<file path="src/rtl/apb_master_bridge.sv">
// rtl/apb_master_bridge.sv - valid/ready command to APB requester bridge with optional access timeout (APB_TIMEOUT_EN)
module apb_master_bridge #(
    parameter int ADDR_W         = 32,
    parameter int DATA_W         = 32,
    parameter int TIMEOUT_CYCLES = 16
) (
    input  logic              clk,
    input  logic              rstn,
    input  logic              cmd_valid,
    output logic              cmd_ready,
    input  logic              cmd_wr,
    input  logic [ADDR_W-1:0] cmd_addr,
    input  logic [DATA_W-1:0] cmd_wdata,
    output logic              rsp_valid,
    output logic [DATA_W-1:0] rsp_rdata,
    output logic              rsp_err,
    output logic              busy,
    output logic              sel,
    output logic              enable,
    output logic              wr,
    output logic [ADDR_W-1:0] addr,
    output logic [DATA_W-1:0] wr_data,
    input  logic [DATA_W-1:0] out_data,
    input  logic              ready
);

    typedef enum logic [1:0] {
        S_IDLE   = 2'd0,
        S_SETUP  = 2'd1,
        S_ACCESS = 2'd2
    } state_t;

    state_t state;
    logic   done;
    logic   accept;
    logic   timeout_hit;

`ifdef APB_TIMEOUT_EN
    localparam int CNT_W = $clog2(TIMEOUT_CYCLES + 1);
    logic [CNT_W-1:0] wait_cnt;

    // Abort on the stalled cycle that would take the count to TIMEOUT_CYCLES.
    assign timeout_hit = (state == S_ACCESS) && !ready &&
                         (wait_cnt == CNT_W'(TIMEOUT_CYCLES - 1));
`else
    assign timeout_hit = 1'b0;
    assign rsp_err     = 1'b0;
`endif

    assign done      = (state == S_ACCESS) && ready;
    assign cmd_ready = rstn && ((state == S_IDLE) || done);
    assign accept    = cmd_valid && cmd_ready;
    assign busy      = sel;

    always_ff @(posedge clk or negedge rstn) begin
        if (!rstn) begin
            state     <= S_IDLE;
            sel       <= 1'b0;
            enable    <= 1'b0;
            wr        <= 1'b0;
            addr      <= '0;
            wr_data   <= '0;
            rsp_valid <= 1'b0;
            rsp_rdata <= '0;
`ifdef APB_TIMEOUT_EN
            rsp_err   <= 1'b0;
            wait_cnt  <= '0;
`endif
        end else begin
            rsp_valid <= done || timeout_hit;
`ifdef APB_TIMEOUT_EN
            rsp_err   <= timeout_hit;
`endif
            if (done && !wr)
                rsp_rdata <= out_data;

            if (accept) begin
                wr      <= cmd_wr;
                addr    <= cmd_addr;
                wr_data <= cmd_wdata;
            end

            case (state)
                S_IDLE: begin
                    if (accept) begin
                        state  <= S_SETUP;
                        sel    <= 1'b1;
                        enable <= 1'b0;
                    end
                end
                S_SETUP: begin
                    state  <= S_ACCESS;
                    enable <= 1'b1;
`ifdef APB_TIMEOUT_EN
                    wait_cnt <= '0;
`endif
                end
                S_ACCESS: begin
                    if (done) begin
                        // A pending command chains straight into SETUP with sel held.
                        if (accept) begin
                            state  <= S_SETUP;
                            enable <= 1'b0;
                        end else begin
                            state  <= S_IDLE;
                            sel    <= 1'b0;
                            enable <= 1'b0;
                        end
                    end else if (timeout_hit) begin
                        state  <= S_IDLE;
                        sel    <= 1'b0;
                        enable <= 1'b0;
                    end
`ifdef APB_TIMEOUT_EN
                    else begin
                        wait_cnt <= wait_cnt + 1'b1;
                    end
`endif
                end
                default: begin
                    state  <= S_IDLE;
                    sel    <= 1'b0;
                    enable <= 1'b0;
                end
            endcase
        end
    end

endmodule

</file>
<file path="config.mk">
export PLATFORM = sky130hd
export DESIGN_NAME = apb_master_bridge
export DESIGN_NICKNAME = d
export VERILOG_FILES = /design/src/rtl/apb_master_bridge.sv
export SDC_FILE = /design/constraint.sdc
export NUM_CORES = 1
export LEC_CHECK = 0
export ABC_AREA = 1
export BUFFER_PORTS_ARGS = -buffer_cell sky130_fd_sc_hd__buf_2
export CORE_MARGIN = 3
export CORE_UTILIZATION = 49
export DETAILED_ROUTE_END_ITERATION = 8
export HOLD_SLACK_MARGIN = 0.08
export PLACE_DENSITY = 0.86
export SLEW_MARGIN = 20
export SYNTH_ARGS = -nofsm -noshare
export SYNTH_HDL_FRONTEND = slang
export SYNTH_SLANG_ARGS = --single-unit
</file>
<file path="constraint.sdc">
create_clock -name clk -period 2.4 [get_ports clk]
set_input_delay 0.48 -clock clk [delete_from_list [all_inputs] [get_ports clk]]
set_output_delay 0.48 -clock clk [all_outputs]
set_load 0.05 [all_outputs]
</file>
== Word-level counts from Yosys, hierarchy flattened ==
Cells that the tools add are included.

* Register bits: 102
* Bits of input ports: 101
* Output and inout port bits: 103
* Logic and storage cells: 34

* Equal/unequal tests: 5
* Muxes and demuxes: 11
* Bitwise logic cells: 1
* Reduce and logical (&&, ||, !) cells: 9

{| class="wikitable"
|+ Operators with widths
! cell !! count
|-
| 1-bit two-way mux || 6
|-
| 2-bit != test, second input constant || 3
|-
| 1-bit case mux with 3 select lines || 2
|-
| 2-bit case mux with 3 select lines || 1
|-
| 1-bit logical AND || 4
|-
| 2-bit two-way mux || 2
|-
| 4-bit AND reduction || 1
|-
| 2-bit by 1-bit == test with 1-bit output, second input constant || 1
|-
| 2-bit == test, second input constant || 1
|-
| 2-bit zero test || 1
|-
| 2-bit AND reduction || 1
|-
| 1-bit zero test || 1
|-
| 1-bit logical OR || 1
|-
| 1-bit inverter || 1
|}

== Depth between registers and ports, before layout ==
* Depth after elaboration: 8
* Gate-level depth with buffers: 7
* Depth with buffers taken out: 5

== Worst setup path before layout ==
Ideal clock, no wire load.

* Path kind: register to output
* From: register state[1]
* To: output port cmd_ready
* Arrival time: 1.520 ns
* Data required time: 1.920 ns
* Path slack: 0.400 ns
* Stages on the path, launching flop included: 5
* Path buffers: 1
* Path through: dfrtp_1 a21oi_4 clkbuf_1 nand2_1 inv_1

* Longest elaborated chain between the ends: 4
* Elaborated cells on any way between the ends: 5
* Classes of those cells: eq/ne (1); reduce/logical (4)

{| class="wikitable"
|+ RTL lines
! what !! line !! text
|-
| from (decl) || 33 || <nowiki>state_t state;</nowiki>
|-
| from (signal assigned) || 57 || <nowiki>state <= S_IDLE;</nowiki>
|-
| from (signal assigned) || 86 || <nowiki>state <= S_SETUP;</nowiki>
|-
| from (signal assigned) || 92 || <nowiki>state <= S_ACCESS;</nowiki>
|-
| 2-bit == test || 50 || <nowiki>assign done = (state == S_ACCESS) && ready;</nowiki>
|-
| 1-bit logical AND || 50 ||
|-
| 1-bit logical OR (*) || 51 || <nowiki>assign cmd_ready = rstn && ((state == S_IDLE) || done);</nowiki>
|-
| 1-bit logical AND (*) || 51 ||
|-
| to (decl) || 10 || <nowiki>output logic cmd_ready,</nowiki>
|}

Every way passes the cells marked *; elsewhere a longest branch is shown, timed or not.

== Final worst setup path ==
* From: input port rstn
* To: output port cmd_ready

* Longest elaborated chain between the ends: 1

{| class="wikitable"
|+ RTL lines
! what !! line !! text
|-
| from (decl) || 8 || <nowiki>input logic rstn,</nowiki>
|-
| 1-bit logical AND || 51 ||
|}

Every way passes these cells.

==> results_dict.tcl <==
set metrics [dict create \
    status "finished, final reports clean" \
    p_leak_uw 0.00313 \
    synth-adder-area-share 0 \
    start_util 0.520 \
    vdd_drop_max_mv 0.487 \
    htreeDepth 3 \
    worstPathRequired_ns 1.92 \
    port_buffers 202 \
    via_count 3808 \
    met1_usage 0.299 \
    die_x_um 97.9 \
    slew_headroom 0.530 \
    synth_top_family_by_area "simple AND/OR/NAND/NOR gates" \
    muxShareOfSynthArea 0 \
    skew_ns 0.00938 \
    cap_violations 0 \
    setup_viol 0 \
    fin_nets 735 \
    worst_r2r_startpoint "state[1]" \
    grt_util_met3 0.0636 \
    antenna_cells 0 \
    avgSynthCellArea_um2 9.18 \
    met2_usage 0.347 \
    design_area_um2 5360 \
    cts_root_buffer "clkbuf_8" \
    timing.rr.end "addr[25]" \
    cp-end-kind "output pin" \
    fp-row-count 32 \
    post_cts_buffers 0 \
    r2r_slack_ns 0.75 \
    setup_tns_ns 0 \
    drtIter0Drc 172 \
    synthXorXnorAreaFrac 0 \
    yosysUniqueCellTypes 18 \
    holdPathEnd "rsp_rdata[6]" \
    drive_gt1_frac 0.361 \
    areaGrowthSynthToFinish_pct 29.4 \
    hold_depth 3 \
    grt_pass1_wl_mm 17.2 \
    grt_pass1_vias 3533 \
    die_h_um 97.9 \
    routabilityCongestion 0.850 \
    core_area_um2 7970 \
    wirelength_mm 10.5 \
    hp-class "input pin to register" \
    cp_cell_sequence "dlygate4sd3_1, buf_6, nand2_1, inv_1, buf_2" \
    holdWs_ns 0.371 \
    busiest_layer "met2" \
    synth_simple_gate_area_frac 0.325 \
    ys_warn_count 0 \
    final_cell_mix "buf_2 (201), nand2_1 (196), dfrtp_1 (101)" \
    synthesis.area_um2 4140 \
    final_common_cell "buf_2" \
    hold_viol_final 0 \
    antenna_found_initial 0 \
    critPathArrivalTime_ns 1.60 \
    rsz0062_at_grt "false" \
    worst_slew_pin_slew_ns 0.705 \
    avgRoutedWirePerCell_um 14.2 \
    io_pins 204 \
    grt_max_degree 161 \
    worst_path_max_delay_cell "dlygate4sd3_1" \
    cts_buffers 9 \
    clkSinkCount 101 \
    synth_cells 451 \
    finalCritPeriodShare 0.868 \
    synth_compound_area_frac 0.00634 \
    viasPerCell 5.15 \
    drtPass1Iterations 5 \
    critPathMaxStageDelay_ns 0.58 \
    synthTopCellsByArea "dfrtp_1 (61%), nand2_1 (18%), nand4_1 (10%)" \
    clk_pin_slew_ns 0.09 \
    ant_nets 0 \
    yosys_register_bits 101 \
    syn_nets 552 \
    clock_latency_ns 0.34 \
    p_per_area_nw_per_um2 1180 \
    worst-setup-path-type "input pin to output pin" \
    grt_util_all_layers 0.219 \
    synth_top_area_frac 0.610 \
    ys_seq_area_frac 0.610 \
    yosys.area.top_type "dfrtp_1" \
    r2r_cells 5 \
    critPathLaunchType "input pin" \
    max_freq_ghz 0.480 \
    grt_overflow 0 \
    die_area_um2 9590 \
    cts_buffer_depth 2 \
    cts_tree "yes" \
    place_area_um2 5160 \
    crit_fanout 10 \
    drv_slew 0 \
    hp-start "out_data[6]" \
    dpl.hpwl_mm 7.44 \
    min_period_ns 2.08 \
    drc 0 \
]
[power breakdown]
group	internal, µW	total, µW	switching [µW]
clock network	508	1030	525
logic	585	2880	2300
registers	2150	2400	251
total	3240	6320	3070
[cells by family after synthesis]
family                 after synthesis
AO/OA/AOI/OAI                        3
AND/OR/NAND/NOR                    298
flip-flops                         101
buffers and inverters               48
other                                1
[what timing repair did]
item | 4_1_cts | 5_1_grt
gates resized for setup | 0 | 0
hold buffers | 1 | 0
endpoints found under the hold margin | 2 | 0
endpoints found under the setup margin | 0 | 0
[layout make-up]
cell class / count / area, µm²
flip-flops and latches: 101 / 2530
clock inverters: 3 / 46.3
multi-input cells: 302 / 1380
fillers: 662 / 2610
well taps: 102 / 128
repair buffers: 212 / 1110
inverters: 8 / 30.0
clock buffers: 12 / 145
[worst max path at each step]
stage                  start         to  depth (start not counted)
finish                  rstn  cmd_ready                          5
global route            rstn  cmd_ready                          5
CTS                     rstn  cmd_ready                          5
detailed placement     ready   addr[25]                          7
global placement       ready    addr[5]                          7
floorplan           state[1]  cmd_ready                          4
[synth_stat cells, drive strengths merged]
| library cell | n |
|---|---|
| inv | 8 |
| buf | 24 |
| nor3 | 1 |
| nand4 | 66 |
| nand3 | 33 |
| nor2 | 1 |
| a21oi | 3 |
| nand2 | 197 |
| clkbuf | 16 |
| dfrtp | 101 |
| conb | 1 |
[critical path, delay by kind of cell]
family | cells | cell delay [ns]
and+or+nand+nor | 1 | 0.07
buffers and inverters | 4 | 1.05
[sequential cells by signal, indices dropped and copies added, names as in the netlist]
name,cells
rsp_valid,1
wr,1
state,2
addr,32
busy,1
rsp_rdata,32
wr_data,32
[stage by stage]
step	power (µW)	worst slack [ns]	instances	utilization
after global placement	5280	0.646	724	0.647
after floorplan	4570	0.400	451	-
after CTS	6370	0.304	740	0.673
after global routing	6660	0.262	740	0.673
after detailed placement	5330	0.595	724	0.647
final	6320	0.316	740	0.673
[layer usage]
metal | wire length (µm) | share of wire
met2 | 5140 | 0.49
met4 | 76 | 0.0073
met3 | 914 | 0.087
met1 | 4350 | 0.42
met5 | 0 | 0
(Power assumes the default switching activity.)
